===== src/rtl/voice_envelope.sv =====
// Single-voice ADSR-style envelope: tick-paced attack/sustain/decay gain applied
// to an 8-bit voice sample, with a registered scaled output.
module voice_envelope #(
  parameter int unsigned TICK_DIV      = 1250,
  parameter int unsigned ATTACK_STEP   = 4,
  parameter int unsigned DECAY_STEP    = 1,
  parameter int unsigned SUSTAIN_TICKS = 400
) (
  input  logic       clk,
  input  logic       reset_n,
  input  logic [7:0] note_in,
  input  logic       key_on,
  output logic [7:0] wave_out,
  output logic [7:0] gain,
  output logic [1:0] state,
  output logic       active
);

  localparam int unsigned TICK_W = 16;
  localparam int unsigned SUST_W = 16;
  localparam int unsigned GAIN_W = 8;
  localparam int unsigned EXT_W  = GAIN_W + 1;

  localparam logic [TICK_W-1:0] TICK_LAST  = TICK_W'(TICK_DIV - 1);
  localparam logic [SUST_W-1:0] SUST_LOAD  = SUST_W'(SUSTAIN_TICKS);
  localparam logic [EXT_W-1:0]  ATTACK_INC = EXT_W'(ATTACK_STEP);
  localparam logic [EXT_W-1:0]  DECAY_DEC  = EXT_W'(DECAY_STEP);
  localparam logic [EXT_W-1:0]  GAIN_FULL  = EXT_W'(255);

  typedef enum logic [1:0] {
    ST_IDLE    = 2'b00,
    ST_ATTACK  = 2'b01,
    ST_SUSTAIN = 2'b10,
    ST_DECAY   = 2'b11
  } state_e;

  state_e              state_q, state_d;
  logic [TICK_W-1:0]   tick_cnt_q;
  logic [SUST_W-1:0]   sust_q, sust_d;
  logic [GAIN_W-1:0]   gain_q, gain_d;
  logic [GAIN_W-1:0]   wave_q, wave_d;
  logic                key_q;
  logic                active_q;

  logic                tick_c, rise_c, fall_c;
  logic [EXT_W-1:0]    attack_sum_c, decay_diff_c;
  logic [GAIN_W-1:0]   attack_gain_c, decay_gain_c;
  logic                attack_full_c, decay_zero_c;
  logic                sust_last_c;

  assign tick_c = (tick_cnt_q == TICK_LAST);
  assign rise_c = key_on & ~key_q;
  assign fall_c = ~key_on & key_q;

  // Saturating gain arithmetic in 9 bits; bit 8 flags overflow / borrow.
  assign attack_sum_c  = {1'b0, gain_q} + ATTACK_INC;
  assign attack_full_c = (attack_sum_c >= GAIN_FULL);
  assign attack_gain_c = attack_full_c ? 8'hFF : attack_sum_c[GAIN_W-1:0];
  assign decay_diff_c  = {1'b0, gain_q} - DECAY_DEC;
  assign decay_zero_c  = decay_diff_c[EXT_W-1] | (decay_diff_c[GAIN_W-1:0] == 8'd0);
  assign decay_gain_c  = decay_zero_c ? 8'd0 : decay_diff_c[GAIN_W-1:0];
  assign sust_last_c   = (sust_q <= SUST_W'(1));

  // Upper byte of note*gain: full-scale sample at full gain gives 254.
  assign wave_d = GAIN_W'((16'(note_in) * 16'(gain_q)) >> 8);

  // Free-running step timer, independent of key and state.
  always_ff @(posedge clk or negedge reset_n) begin
    if (!reset_n) begin
      tick_cnt_q <= '0;
    end else if (tick_c) begin
      tick_cnt_q <= '0;
    end else begin
      tick_cnt_q <= TICK_W'(tick_cnt_q + TICK_W'(1));
    end
  end

  // Key history for edge detection.
  always_ff @(posedge clk or negedge reset_n) begin
    if (!reset_n) begin
      key_q <= 1'b0;
    end else begin
      key_q <= key_on;
    end
  end

  // Envelope state register.
  always_ff @(posedge clk or negedge reset_n) begin
    if (!reset_n) begin
      state_q <= ST_IDLE;
    end else begin
      state_q <= state_d;
    end
  end

  // Next-state logic; key edges take priority over a coincident tick.
  always_comb begin
    state_d = state_q;
    case (state_q)
      ST_IDLE: begin
        if (rise_c) state_d = ST_ATTACK;
      end
      ST_ATTACK: begin
        if (fall_c)                       state_d = ST_DECAY;
        else if (tick_c && attack_full_c) state_d = ST_SUSTAIN;
      end
      ST_SUSTAIN: begin
        if (fall_c)                          state_d = ST_DECAY;
        else if (!rise_c && tick_c && sust_last_c) state_d = ST_DECAY;
      end
      ST_DECAY: begin
        if (rise_c)                      state_d = ST_ATTACK;
        else if (tick_c && decay_zero_c) state_d = ST_IDLE;
      end
      default: state_d = ST_IDLE;
    endcase
  end

  // Gain and sustain-counter updates; a transition cycle suppresses the step.
  always_comb begin
    gain_d = gain_q;
    sust_d = sust_q;
    case (state_q)
      ST_IDLE: begin
        gain_d = '0;
      end
      ST_ATTACK: begin
        if (!fall_c && tick_c) begin
          gain_d = attack_gain_c;
          if (attack_full_c) sust_d = SUST_LOAD;
        end
      end
      ST_SUSTAIN: begin
        gain_d = 8'hFF;
        if (fall_c) begin
          sust_d = sust_q;
        end else if (rise_c) begin
          sust_d = SUST_LOAD;
        end else if (tick_c) begin
          sust_d = sust_last_c ? '0 : SUST_W'(sust_q - SUST_W'(1));
        end
      end
      ST_DECAY: begin
        if (!rise_c && tick_c) gain_d = decay_gain_c;
      end
      default: begin
        gain_d = '0;
        sust_d = '0;
      end
    endcase
  end

  // Datapath registers; active tracks the registered state exactly.
  always_ff @(posedge clk or negedge reset_n) begin
    if (!reset_n) begin
      gain_q   <= '0;
      sust_q   <= '0;
      wave_q   <= '0;
      active_q <= 1'b0;
    end else begin
      gain_q   <= gain_d;
      sust_q   <= sust_d;
      wave_q   <= wave_d;
      active_q <= (state_d != ST_IDLE);
    end
  end

  assign wave_out = wave_q;
  assign gain     = gain_q;
  assign state    = state_q;
  assign active   = active_q;

endmodule


===== config.mk =====
export PLATFORM = sky130hd
export DESIGN_NAME = voice_envelope
export DESIGN_NICKNAME = d
export VERILOG_FILES = /design/src/rtl/voice_envelope.sv
export SDC_FILE = /design/constraint.sdc
export NUM_CORES = 1
export LEC_CHECK = 0
export ABC_CLOCK_PERIOD_IN_PS = 5500
export CAP_MARGIN = 20
export CORE_MARGIN = 5
export CORE_UTILIZATION = 30
export DETAILED_ROUTE_END_ITERATION = 12
export GPL_TIMING_DRIVEN = 1
export SLEW_MARGIN = 10
export SYNTH_ARGS = -nofsm -noshare
export SYNTH_HDL_FRONTEND = slang
export SYNTH_SLANG_ARGS = --single-unit

===== constraint.sdc =====
create_clock -name clk -period 5.5 [get_ports clk]
set_clock_uncertainty 0.15 [all_clocks]
set_input_delay 0.55 -clock clk [delete_from_list [all_inputs] [get_ports clk]]
set_output_delay 0.55 -clock clk [all_outputs]
set_load 0.01 [all_outputs]

Word-level counts from Yosys, hierarchy flattened. Cells that the tools add are included.

Add/sub/neg operators: 4. Multiply operators: 1. Div/mod/pow operators: 0. Magnitude comparators: 2. Eq/ne operators: 9. Shifts and indexed selects: 0. Multiplexer cells: 21. Bitwise operators: 5. Reductions and logical operators: 13.

Operators with widths (number): $mux 16 (7); $mux 8 (4); $pmux 16 s2 (1); $pmux 8 s4 (1); $add 16x1->16 const B (1); $eq 16x11->1 const B (1); $le 16x1->1 const B (1); $mul 8x8->16 (1); $sub 16x1->16 const B (1); $mux 2 (7); $add 8x3->9 const B (1); $ge 9x8->1 const B (1); $sub 8x1->9 const B (1); $logic_not 8->1 (1); $ne 2x2->1 const B (4); $pmux 2 s4 (1); $logic_and 1x1->1 (5); $reduce_and 5->1 (1); $eq 2x2->1 const B (2); $reduce_bool 2->1 (2); $ne 3x3->1 const B (1); $and 1x1->1 (2); $eq 2x1->1 const B (1); $logic_not 1->1 (2); 4 further kinds (5).

Bits in registers: 52. Latch bits: 0. RAM bits: 0. Bits in read-only memories: 0. Input bits: 11. Output and inout bits: 19. Logic and storage cells: 62. Memories kept: 0.

Longest topological paths before layout. Gate-level depths: netlist of the first run.

Word-level depth: 9. Gate-level depth with buffers: 18. Depth with buffers taken out: 16.

Worst setup path before layout of the first run. No wires, ideal clock.

Path type: register to register. Start: register gain_q[6], in the netlist gain[6]. End: register wave_q[7], in the netlist wave_out[7]. Library setup time: 80 ps. Data arrival time: 4481 ps. Required time: 5270 ps. Path slack: 789 ps. Stages on the path, launching flop included: 17. Buffers on the path: 2. Period minus slack after synthesis: 4711 ps. Cells stage by stage: dfrtp_1 > buf_2 > clkbuf_1 > and2_1 > fa_1 > fa_1 > fa_1 > inv_1 > fa_1 > inv_1 > ha_1 > a21o_1 > a21o_1 > a32o_1 > o22a_1 > a21oi_1 > xnor2_1.

Cells in the longest elaborated chain, start to end: 1.

Ends and longest elaborated chain: start: declaration (RTL line 40) `logic [GAIN_W-1:0] gain_q, gain_d;`; start signal: assignment (RTL line 161) `gain_q <= gain_d;`; $mul 8x8->16 (RTL line 65) `assign wave_d = GAIN_W'((16'(note_in) * 16'(gain_q)) >> 8);`; named net wave_d[7] (RTL line 41) `logic [GAIN_W-1:0] wave_q, wave_d;`; end signal: assignment (RTL line 163) `wave_q <= wave_d;`; end: declaration (RTL line 41).

The timed path passes the listed nets, and every way through them passes these cells. A chain may end at the register's enable or synchronous reset.

Worst setup path in the final report of the first run.
Start: input note_in[1]. End: register wave_q[7], in the netlist wave_out[7].

Cells in the longest elaborated chain, start to end: 1.

Ends and longest elaborated chain: start: declaration (RTL line 11) `input logic [7:0] note_in,`; $mul 8x8->16 (RTL line 65); named net wave_d[7] (RTL line 41).

The timed path passes the listed nets, and every way through them passes these cells.

==> run summary, run 1 <==
Status: finished, final reports clean
Area Growth Syn to Fin: 13.9%
Synth Area in XOR/XNOR: 4.67%
Maximum VDD drop: 0.637 mV
Die X: 137 µm
Post-CTS Setup Repair Bufs: 0
Proportion of synthesized area in mux cells: 0.205%
Main synth FF type: dfrtp_1
Crit Path Max Fanout: 8
Biggest area consumer among synthesized cells: dfrtp_1
Top-area cell type share of the netlist area: 26.7%
Share of post-route cells with drive strength above 1: 5.55%
HP Class: input port to async pin
Worst EP arrival: 5.07 ns
Crit start category: input port
Clock Latency Late Sink: 0.31 ns
Reg-to-reg startpoint: gain[7]
CTS tree: built
Total GRT Usage: 12.6%
Final wirelength: 11,100 µm
Vias per inst: 4.97
Worst-case reg-to-reg path depth: 14
Post-synthesis adder-cell area fraction: 25.7%
Pin count of the biggest net entering global routing: 53
Root Driver: clkbuf_16
Final period util: 90.6%
Pre-CTS setup slack: 0.159 ns
Row count: 46
Avg Inst Size Synth: 9.14 µm²
R2R Path End: wave_out[7]
Max-cap violations: 0
Slew HR: 42.8%
Die area: 18,900 µm²
ANT nets after route: 0
Clk sinks: 52
Initial antenna violation count: 0
Pwr Density: 699 nW/µm²
Final Critical Period: 4.98 ns
Synth Area in Simple Gates: 23.5%
DR iter-0 viols: 260
Syn Nets: 623
Synth Register Bits: 52
Routability cong.: 0.862
CTS buffer count: 5
Compound-gate portion of the synthesized area: 13.3%
Share of synthesized registers carrying an async set or reset: 100%
Post-synth EDFFs: 0
Crit Path Category: input port to flop
Seq/Total Area, Yosys: 26.7%
First-pass GRT wire length: 19,200 µm
Setup violators final: 0
CTS Buffer Depth: 2
Post-CTS Hold Buffers: 0
Detailed Routing Iterations Pass 1: 5
Final Slew Violations: 0
FMAX: 201 MHz
Crit end category: flop
Initial Utilization: 30.7%
Crit path required time: 5.59 ns
Worst-Margin Slew: 0.849 ns
Static leakage: 2.48 nW
Clock-pin slew on the worst setup and hold paths: 0.08 ns
Antenna Cells: 0
Per-cell routed wire length: 14.4 µm
# fillers: 1,643
Synth top area cells: dfrtp_1, fa_1, ha_1
Mapped Area: 4870 µm²
Die height: 137 µm
RSZ-0062 raised after global routing: false
I/O pin total: 30
Cell variety after synth: 60
Port bufs: 29
Post-layout util: 34.9%
Setup TNS: 0 ns
CTS-repair resized insts: 0
Placeable core area: 15,900 µm²
Htree depth: 2
Vias post-DR: 3,851
Hold Violations, Final: 0
Main combinational cell family by area after synthesis: adder cells
Final WS setup: 0.517 ns
Area of the multi-input gates: 3280 µm²
HPWL Detailed: 8410 µm
Register area: 1300 µm²
DRC viols: 0
Vias in the first global route: 3,956
YS warnings: 0
Nets: 648
Total grt overflow: 0
R2R setup slack: 0.76 ns
Gate Count Post-Synth: 533
[cells by family (layout without fill, tap and decap cells)]
group / after synthesis / after routing
compound gates: 96 / 96
simple gates: 207 / 207
flops: 52 / 52
fa+ha+maj: 79 / 79
xor+xnor: 26 / 26
buf+inv: 72 / 98
mux: 1 / 1
[registers in the layout, summed over array words and instances, names as in the netlist]
name / flops
sust_q: 16
tick_cnt_q: 16
gain: 8
wave_out: 8
state: 2
active: 1
key_q: 1
[cells in the mapped netlist, drive strengths merged (3+ instances only)]
cell / n
xnor2: 15
nor2: 32
and2: 47
nand2: 44
o31ai: 8
nand4b: 3
dfrtp: 52
o21a: 4
o22a: 5
nor4: 4
buf: 6
and4bb: 3
or2: 4
xor2: 11
a21oi: 21
nand3: 13
o21ai: 26
a211oi: 3
or4: 4
nand2b: 8
or3: 6
a31oi: 6
o41ai: 6
ha: 44
fa: 35
and3: 6
clkbuf: 13
nand4: 6
nor3: 15
inv: 53
[placed cells by master (no fill, tap or decap), types with 15 or more instances in the layout]
cell type	count
inv_1	53
nor2_1	32
o21ai_0	25
clkdlybuf4s50_1	28
nand2_1	44
a21oi_1	21
ha_1	44
fa_1	35
xnor2_1	15
and2_1	47
dfrtp_1	52
[through the flow]
stage | hold slack [ns] | instances | area (µm²) | total power (W)
detailed placement | 0.325 | 767 | 5400 | 0.00357
CTS | 0.249 | 775 | 5550 | 0.00394
floorplan | 0.104 | 533 | 4870 | 0.00284
global route | 0.294 | 775 | 5550 | 0.00439
finish | 0.223 | 775 | 5550 | 0.00388
global placement | 0.326 | 767 | 5400 | 0.00348
[report_power, final]
group          switching, W  total, W  internal (W)
clock              0.000167  0.000340      0.000173
combinational       0.00152   0.00292       0.00139
sequential         0.000116  0.000620      0.000503
[critical path, stage by stage]
cell and delay [ns]:
clkdlybuf4s50_1 0.53, and2_1 0.24, fa_1 0.51, fa_1 0.55, fa_1 0.57, inv_1 0.06, fa_1 0.52, inv_1 0.04
ha_1 0.36, a21o_1 0.20, a21o_1 0.18, a32o_1 0.25, o22a_1 0.20, a21oi_1 0.18, xnor2_1 0.13
[final cells by class]
cell class / instances / area share (%)
Multi-Input combinational cell: 409 / 59.1
Timing Repair Buffer: 37 / 6.22
Inverter: 53 / 3.59
Clock buffer: 5 / 2.25
Tap cell: 216 / 4.87
Sequential cell: 52 / 23.4
Clock inverter: 3 / 0.496
[layer usage]
layer | vias up | track usage [%] | part of all wire (%)
met5 | - | 0 | 0
met4 | 0 | 3.44 | 0.77
met3 | 8 | 2.92 | 5.1
met2 | 64 | 20.2 | 47
met1 | 1904 | 17.0 | 47
li1 | 1875 | - | -
[worst max-delay path by stage]
stage               start          end  slack [ns]
6_report       note_in[1]  wave_out[7]        0.52
3_3_place_gp   note_in[1]  wave_out[7]        0.28
2_1_floorplan     gain[6]  wave_out[7]        0.79
3_5_place_dp   note_in[1]  wave_out[7]        0.16
4_1_cts        note_in[1]  wave_out[7]        0.51
5_1_grt        note_in[1]  wave_out[7]        0.31
Power figures use the tool's default switching activity.
==> inputs of run 2 (changes only) <==
- ABC_AREA: unset -> 1
==> run 2 against run 1 <==
Cell count up 32%. Non-clock buffer count shrank 4. Worst setup slack better by 0.31 ns. Synthesized cell count increased by 45%. Design area increased by 11%. Die area increased by 13%. Routed wire length grew 14%. Register-to-register slack better by 0.21 ns.
==> run summary, run 2 <==
Top cells by count, synth: nand2_1, inv_1, nor2_1 (was inv_1, dfrtp_1, and2_1)
Post-CTS Hold Buffers: 0 (unchanged)
Area of the multi-input gates: 3490 µm² (was 3280 µm²)
Total grt overflow: 0 (unchanged)
Main synth FF type: dfrtp_1 (unchanged)
Mapped Area: 5560 µm² (was 4870 µm²)
Commonest non-fill, non-tap cell in the layout: nand2_1 (was inv_1)
Setup TNS: 0 ns (unchanged)
Share of post-route cells with drive strength above 1: 8.18% (was 5.55%)
Vias post-DR: 4,620 (was 3,851)
Crit. Startpoint: note_in[4] (was note_in[1])
Worst-Margin Slew: 0.692 ns (was 0.849 ns)
Share of synthesized registers carrying an async set or reset: 100% (unchanged)
Final period util: 85.0% (was 90.6%)
Detailed Routing Iterations Pass 1: 4 (was 5)
ANT nets after route: 0 (unchanged)
YS warnings: 0 (unchanged)
Hold Violations, Final: 0 (unchanged)
Clock Latency Late Sink: 0.30 ns (was 0.31 ns)
Post-CTS Setup Repair Bufs: 0 (unchanged)
Area Growth Syn to Fin: 11.1% (was 13.9%)
DR iter-0 viols: 152 (was 260)
Crit Path Max Fanout: 8 (unchanged)
Cell with the most instances after synthesis: nand2_1 (was inv_1)
Crit start category: input port (unchanged)
Synth top area cells: dfrtp_1, nand2_1, fa_1 (was dfrtp_1, fa_1, ha_1)
Initial Utilization: 30.7% (about the same)
Slew HR: 53.9% (was 42.8%)
Die X: 146 µm (was 137 µm)
Antenna Cells: 0 (unchanged)
Total GRT Usage: 12.2% (was 12.6%)
Gate Count Post-Synth: 775 (was 533)
Routability cong.: 0.841 (was 0.862)
First-pass GRT wire length: 21,900 µm (was 19,200 µm)
Setup violators final: 0 (unchanged)
Syn Nets: 865 (was 623)
Seq/Total Area, Yosys: 23.4% (was 26.7%)
Avg Inst Size Synth: 7.17 µm² (was 9.14 µm²)
Synth Register Bits: 52 (unchanged)
Htree depth: 2 (unchanged)
Initial antenna violation count: 0 (unchanged)
Final instance area: 6180 µm² (was 5550 µm²)
Port bufs: 29 (unchanged)
DRC viols: 0 (unchanged)
CTS-repair resized insts: 0 (unchanged)
RSZ-0062 raised after global routing: false (unchanged)
Crit path required time: 5.54 ns (was 5.59 ns)
Final Slew Violations: 0 (unchanged)
Worst EP arrival: 4.72 ns (was 5.07 ns)
CTS Buffer Depth: 2 (unchanged)
Pin count of the biggest net entering global routing: 53 (unchanged)
Max-cap violations: 0 (unchanged)
Commonest non-fill, non-tap cells in the layout: nand2_1, inv_1, nor2_1, dfrtp_1, nand3_1 (was inv_1, dfrtp_1, and2_1, nand2_1, ha_1)
Nets: 884 (was 648)
CTS tree: built (unchanged)
Status: finished, final reports clean (unchanged)
Final wirelength: 12,700 µm (was 11,100 µm)
Clk sinks: 52 (unchanged)
# fillers: 1,905 (was 1,643)
Placed Area: 6030 µm² (was 5400 µm²)
Per-cell routed wire length: 12.4 µm (was 14.4 µm)
Vias per inst: 4.51 (was 4.97)
Register area: 1300 µm² (unchanged)
FMAX: 214 MHz (was 201 MHz)
Crit end category: flop (unchanged)
Die area: 21,400 µm² (was 18,900 µm²)
Top-area cell type share of the netlist area: 23.4% (was 26.7%)
Die height: 146 µm (was 137 µm)
Crit Path Category: input port to flop (unchanged)
Root Driver: clkbuf_16 (unchanged)
CTS buffer count: 5 (unchanged)
HP Class: input port to async pin (unchanged)
Biggest area consumer among synthesized cells: dfrtp_1 (unchanged)
Clock-pin slew on the worst setup and hold paths: 0.08 ns (about the same)
Reg-to-reg startpoint: gain[7] (unchanged)
HPWL Detailed: 10,200 µm (was 8410 µm)
Cell variety after synth: 45 (was 60)
Row count: 49 (was 46)
Placeable core area: 18,100 µm² (was 15,900 µm²)
I/O pin total: 30 (unchanged)
Final Critical Period: 4.67 ns (was 4.98 ns)
Biggest regs: sust_q (16), tick_cnt_q (16) (unchanged)
Post-synth EDFFs: 0 (unchanged)
Vias in the first global route: 4,654 (was 3,956)
-- run 2: cell count changes in the layout (fill, tap and decap cells not counted), sizes merged, moves of 6 or more --
cell and change:
and2 -47, inv +112, nand2 +162, nand2b -8
nand3 +38, nor2 +41, o21ai +7, o31ai -8
o41ai -6, or3 -6, xnor2 -10
-- run 2: metal layers --
layer  up-vias  GRT usage (%)  wire [µm]
met5         -              0          0
met4         0           3.06        195
met3        14           1.95        432
met2        72           21.2       6210
met1      2126           15.9       5840
li1       2408              -          -
-- run 2: logic make-up after synthesis --
| group | Yosys count | share of synthesized area (%) |
|---|---|---|
| compound gates | 67 | 7.13 |
| flops | 52 | 23.4 |
| xor+xnor | 19 | 2.99 |
| buf+inv | 190 | 13.7 |
| fa+ha+maj | 79 | 22.5 |
| simple gates | 368 | 30.2 |
-- run 2: stage by stage --
stage | std cells | setup WS, ns | utilization (%) | hold slack [ns]
floorplan | 775 | 1.15 | - | 0.104
global placement | 1016 | 0.595 | 33.4 | 0.334
detailed placement | 1016 | 0.508 | 33.4 | 0.335
CTS | 1024 | 0.833 | 34.2 | 0.255
global route | 1024 | 0.532 | 34.2 | 0.306
finish | 1024 | 0.825 | 34.2 | 0.227
-- run 2: path summary, 6_finish.rpt --
check | endpoint | slack (ns) | cells past startpoint
max | wave_out[6] | 0.83 | 16
min in group clk | tick_cnt_q[0] | 0.34 | 1
min | gain[0] | 0.23 | 2
max in group asynchronous | wave_out[6] | 4.52 | 2
max reg2reg | wave_out[5] | 0.97 | 15
min reg2reg | tick_cnt_q[0] | 0.34 | 1
-- run 2: cell type report --
type	count	share of cell area [%]
Sequential cell	52	21.1
Clock buffer	6	2.09
Inverter	169	10.3
Tap cell	229	4.64
Multi-Input combinational cell	533	56.6
Timing Repair Buffer	33	5.10
Clock inverter	2	0.263
-- run 2: worst max-delay path, cell delays in order --
cell and delay [ns]:
clkdlybuf4s50_1 0.66, nand2_1 0.08, inv_1 0.08, fa_1 0.43
fa_1 0.53, fa_1 0.55, inv_1 0.06, fa_1 0.53
inv_1 0.04, ha_1 0.35, a21oi_1 0.17, o21ai_0 0.14
a221oi_1 0.33, nand2_1 0.10, nand2_1 0.06, nand2_1 0.04
Power of run 2 is left out: the tool's default activity adds up to more than one toggle a clock period on the data nets, which glitch-free logic cannot reach.
==> inputs of run 3 (changes only) <==
- ABC_CLOCK_PERIOD_IN_PS: 5500 -> 4500
- clock period: 5.5 -> 4.5 ns (I/O delays scaled with it)
==> run 3 against run 2 <==
Highest routed layer unchanged. Non-clock buffer count is 32 higher. Design area rose by 5.1%. Core utilization increased by 1.8 points. Worst setup slack worse by 0.62 ns. Flip-flop and latch count did not move. Clock-buffer cell count shrank 1. First-iteration DRC count rose by 50%. Sequential share of layout area decreased by 1.0 points. Critical path depth increased by 4. Die area unchanged. Via count is 3.0% higher.
==> run summary, run 3 (synthesis gave the netlist of run 2 again) <==
Share of post-route cells with drive strength above 1: 12.7% (was 8.18%)
Die height: 146 µm (unchanged)
Commonest non-fill, non-tap cells in the layout: nand2_1, inv_1, nor2_1, dfrtp_1, nand3_1 (unchanged)
Status: finished, final reports clean (unchanged)
Crit start category: input port (unchanged)
HPWL Detailed: 10,100 µm (was 10,200 µm)
Setup violators final: 0 (unchanged)
Worst path max stage delay: 0.54 ns (was 0.66 ns)
CTS tree: built (unchanged)
Final wirelength: 12,500 µm (was 12,700 µm)
Final Critical Period: 4.29 ns
HP Class: input port to async pin (unchanged)
Slowest-stage cell, CP: fa_1 (was clkdlybuf4s50_1)
Worst EP arrival: 4.34 ns (was 4.72 ns)
Initial Utilization: 30.7% (unchanged)
I/O pin total: 30 (unchanged)
Per-cell routed wire length: 11.9 µm (was 12.4 µm)
ANT nets after route: 0 (unchanged)
DR iter-0 viols: 228 (was 152)
First-pass GRT wire length: 21,700 µm (was 21,900 µm)
Max-cap violations: 0 (unchanged)
Htree depth: 2 (unchanged)
Detailed Routing Iterations Pass 1: 5 (was 4)
Vias post-DR: 4,759 (was 4,620)
Crit path required time: 4.55 ns (was 5.54 ns)
Final period util: 95.4%
Routability cong.: 0.871 (was 0.841)
Crit Path Max Fanout: 6 (was 8)
Port bufs: 29 (unchanged)
Die X: 146 µm (unchanged)
CTS-repair resized insts: 0 (unchanged)
Total GRT Usage: 12.1% (was 12.2%)
Row count: 49 (unchanged)
Placeable core area: 18,100 µm² (unchanged)
Root Driver: clkbuf_16 (unchanged)
Vias in the first global route: 4,613 (was 4,654)
Commonest non-fill, non-tap cell in the layout: nand2_1 (unchanged)
Worst-Margin Slew: 0.697 ns (was 0.692 ns)
Slew HR: 53.5% (was 53.9%)
Post-CTS Hold Buffers: 0 (unchanged)
CP most frequent cell: inv_1
Vias per inst: 4.50 (was 4.51)
Clock-pin slew on the worst setup and hold paths: 0.07 ns (was 0.08 ns)
Critical path cell sequence: clkdlybuf4s50_1, buf_4, nand2_1, inv_1, fa_1, fa_1, inv_1, fa_1, inv_1, fa_1, ha_1, nand2_1, inv_1, nand3_1, inv_1, a21oi_2, o21bai_1, nand2_1, nand3_1, nand2_1 (was clkdlybuf4s50_1, nand2_1, inv_1, fa_1, fa_1, fa_1, inv_1, fa_1, inv_1, ha_1, a21oi_1, o21ai_0, a221oi_1, nand2_1, nand2_1, nand2_1)
Crit Path Category: input port to flop (unchanged)
Clock Latency Late Sink: 0.31 ns (was 0.30 ns)
Setup TNS: 0 ns (unchanged)
Hold WS: 0.129 ns (was 0.227 ns)
DRC viols: 0 (unchanged)
Hold Violations, Final: 0 (unchanged)
Post-CTS Setup Repair Bufs: 0 (unchanged)
Biggest regs: sust_q (16), tick_cnt_q (16) (unchanged)
Crit end category: flop (unchanged)
Initial antenna violation count: 1 (was 0)
FMAX: 233 MHz
Placed insts: 1,048 (was 1,016)
Final Slew Violations: 0 (unchanged)
Area Growth Syn to Fin: 16.8% (was 11.1%)
CTS Buffer Depth: 2 (unchanged)
Nets: 916 (was 884)
Clk sinks: 52 (unchanged)
Die area: 21,400 µm² (unchanged)
Finished Layout Cells: 1,057 (was 1,024)
Pin count of the biggest net entering global routing: 53 (unchanged)
Total grt overflow: 0 (unchanged)
CTS buffer count: 5 (unchanged)
-- run 3: layout make-up --
cell class / count / area, µm²
inverters: 169 / 636
fillers: 1919 / 11600
clock inverters: 3 / 46.3
flip-flops and latches: 52 / 1300
multi-input cells: 533 / 3530
repair buffers: 65 / 563
clock buffers: 5 / 125
diodes: 1 / 2.50
well taps: 229 / 287
-- run 3: routing by layer --
| layer | wire length, µm | global-route usage, % |
|---|---|---|
| met5 | 0 | 0 |
| met4 | 134 | 3.29 |
| met3 | 452 | 2.08 |
| met2 | 5940 | 19.9 |
| met1 | 6030 | 16.5 |
-- run 3: worst max-delay path: cells and delay by family --
| family | cells | cell delay (ns) |
|---|---|---|
| AND/OR/NAND/NOR | 6 | 0.43 |
| adder cells (fa/ha/maj) | 5 | 2.24 |
| buffers and inverters | 7 | 0.94 |
| AO/OA/AOI/OAI | 2 | 0.29 |
-- run 3: stage by stage --
stage          setup WS (ns)  cell area, µm²  utilization (%)
2_1_floorplan          0.148            5560                -
3_3_place_gp          -0.191            6270             34.7
3_5_place_dp          -0.308            6270             34.7
4_1_cts               0.0239            6440             35.6
5_1_grt             -0.00233            6490             35.9
6_report               0.208            6490             35.9
-- run 3: worst paths after layout --
kind	start	end	slack (ns)	depth (start not counted)
worst max-delay path	note_in[1]	wave_out[5]	0.21	20
worst min-delay path	reset_n	tick_cnt_q[6]	0.13	2
worst max register to register	gain[7]	wave_out[7]	0.30	15
worst min register to register	tick_cnt_q[0]	tick_cnt_q[0]	0.34	1
max in group asynchronous	reset_n	gain[7]	3.58	2
min in group clk	tick_cnt_q[0]	tick_cnt_q[0]	0.34	1
Power of run 3 is left out for the same reason.
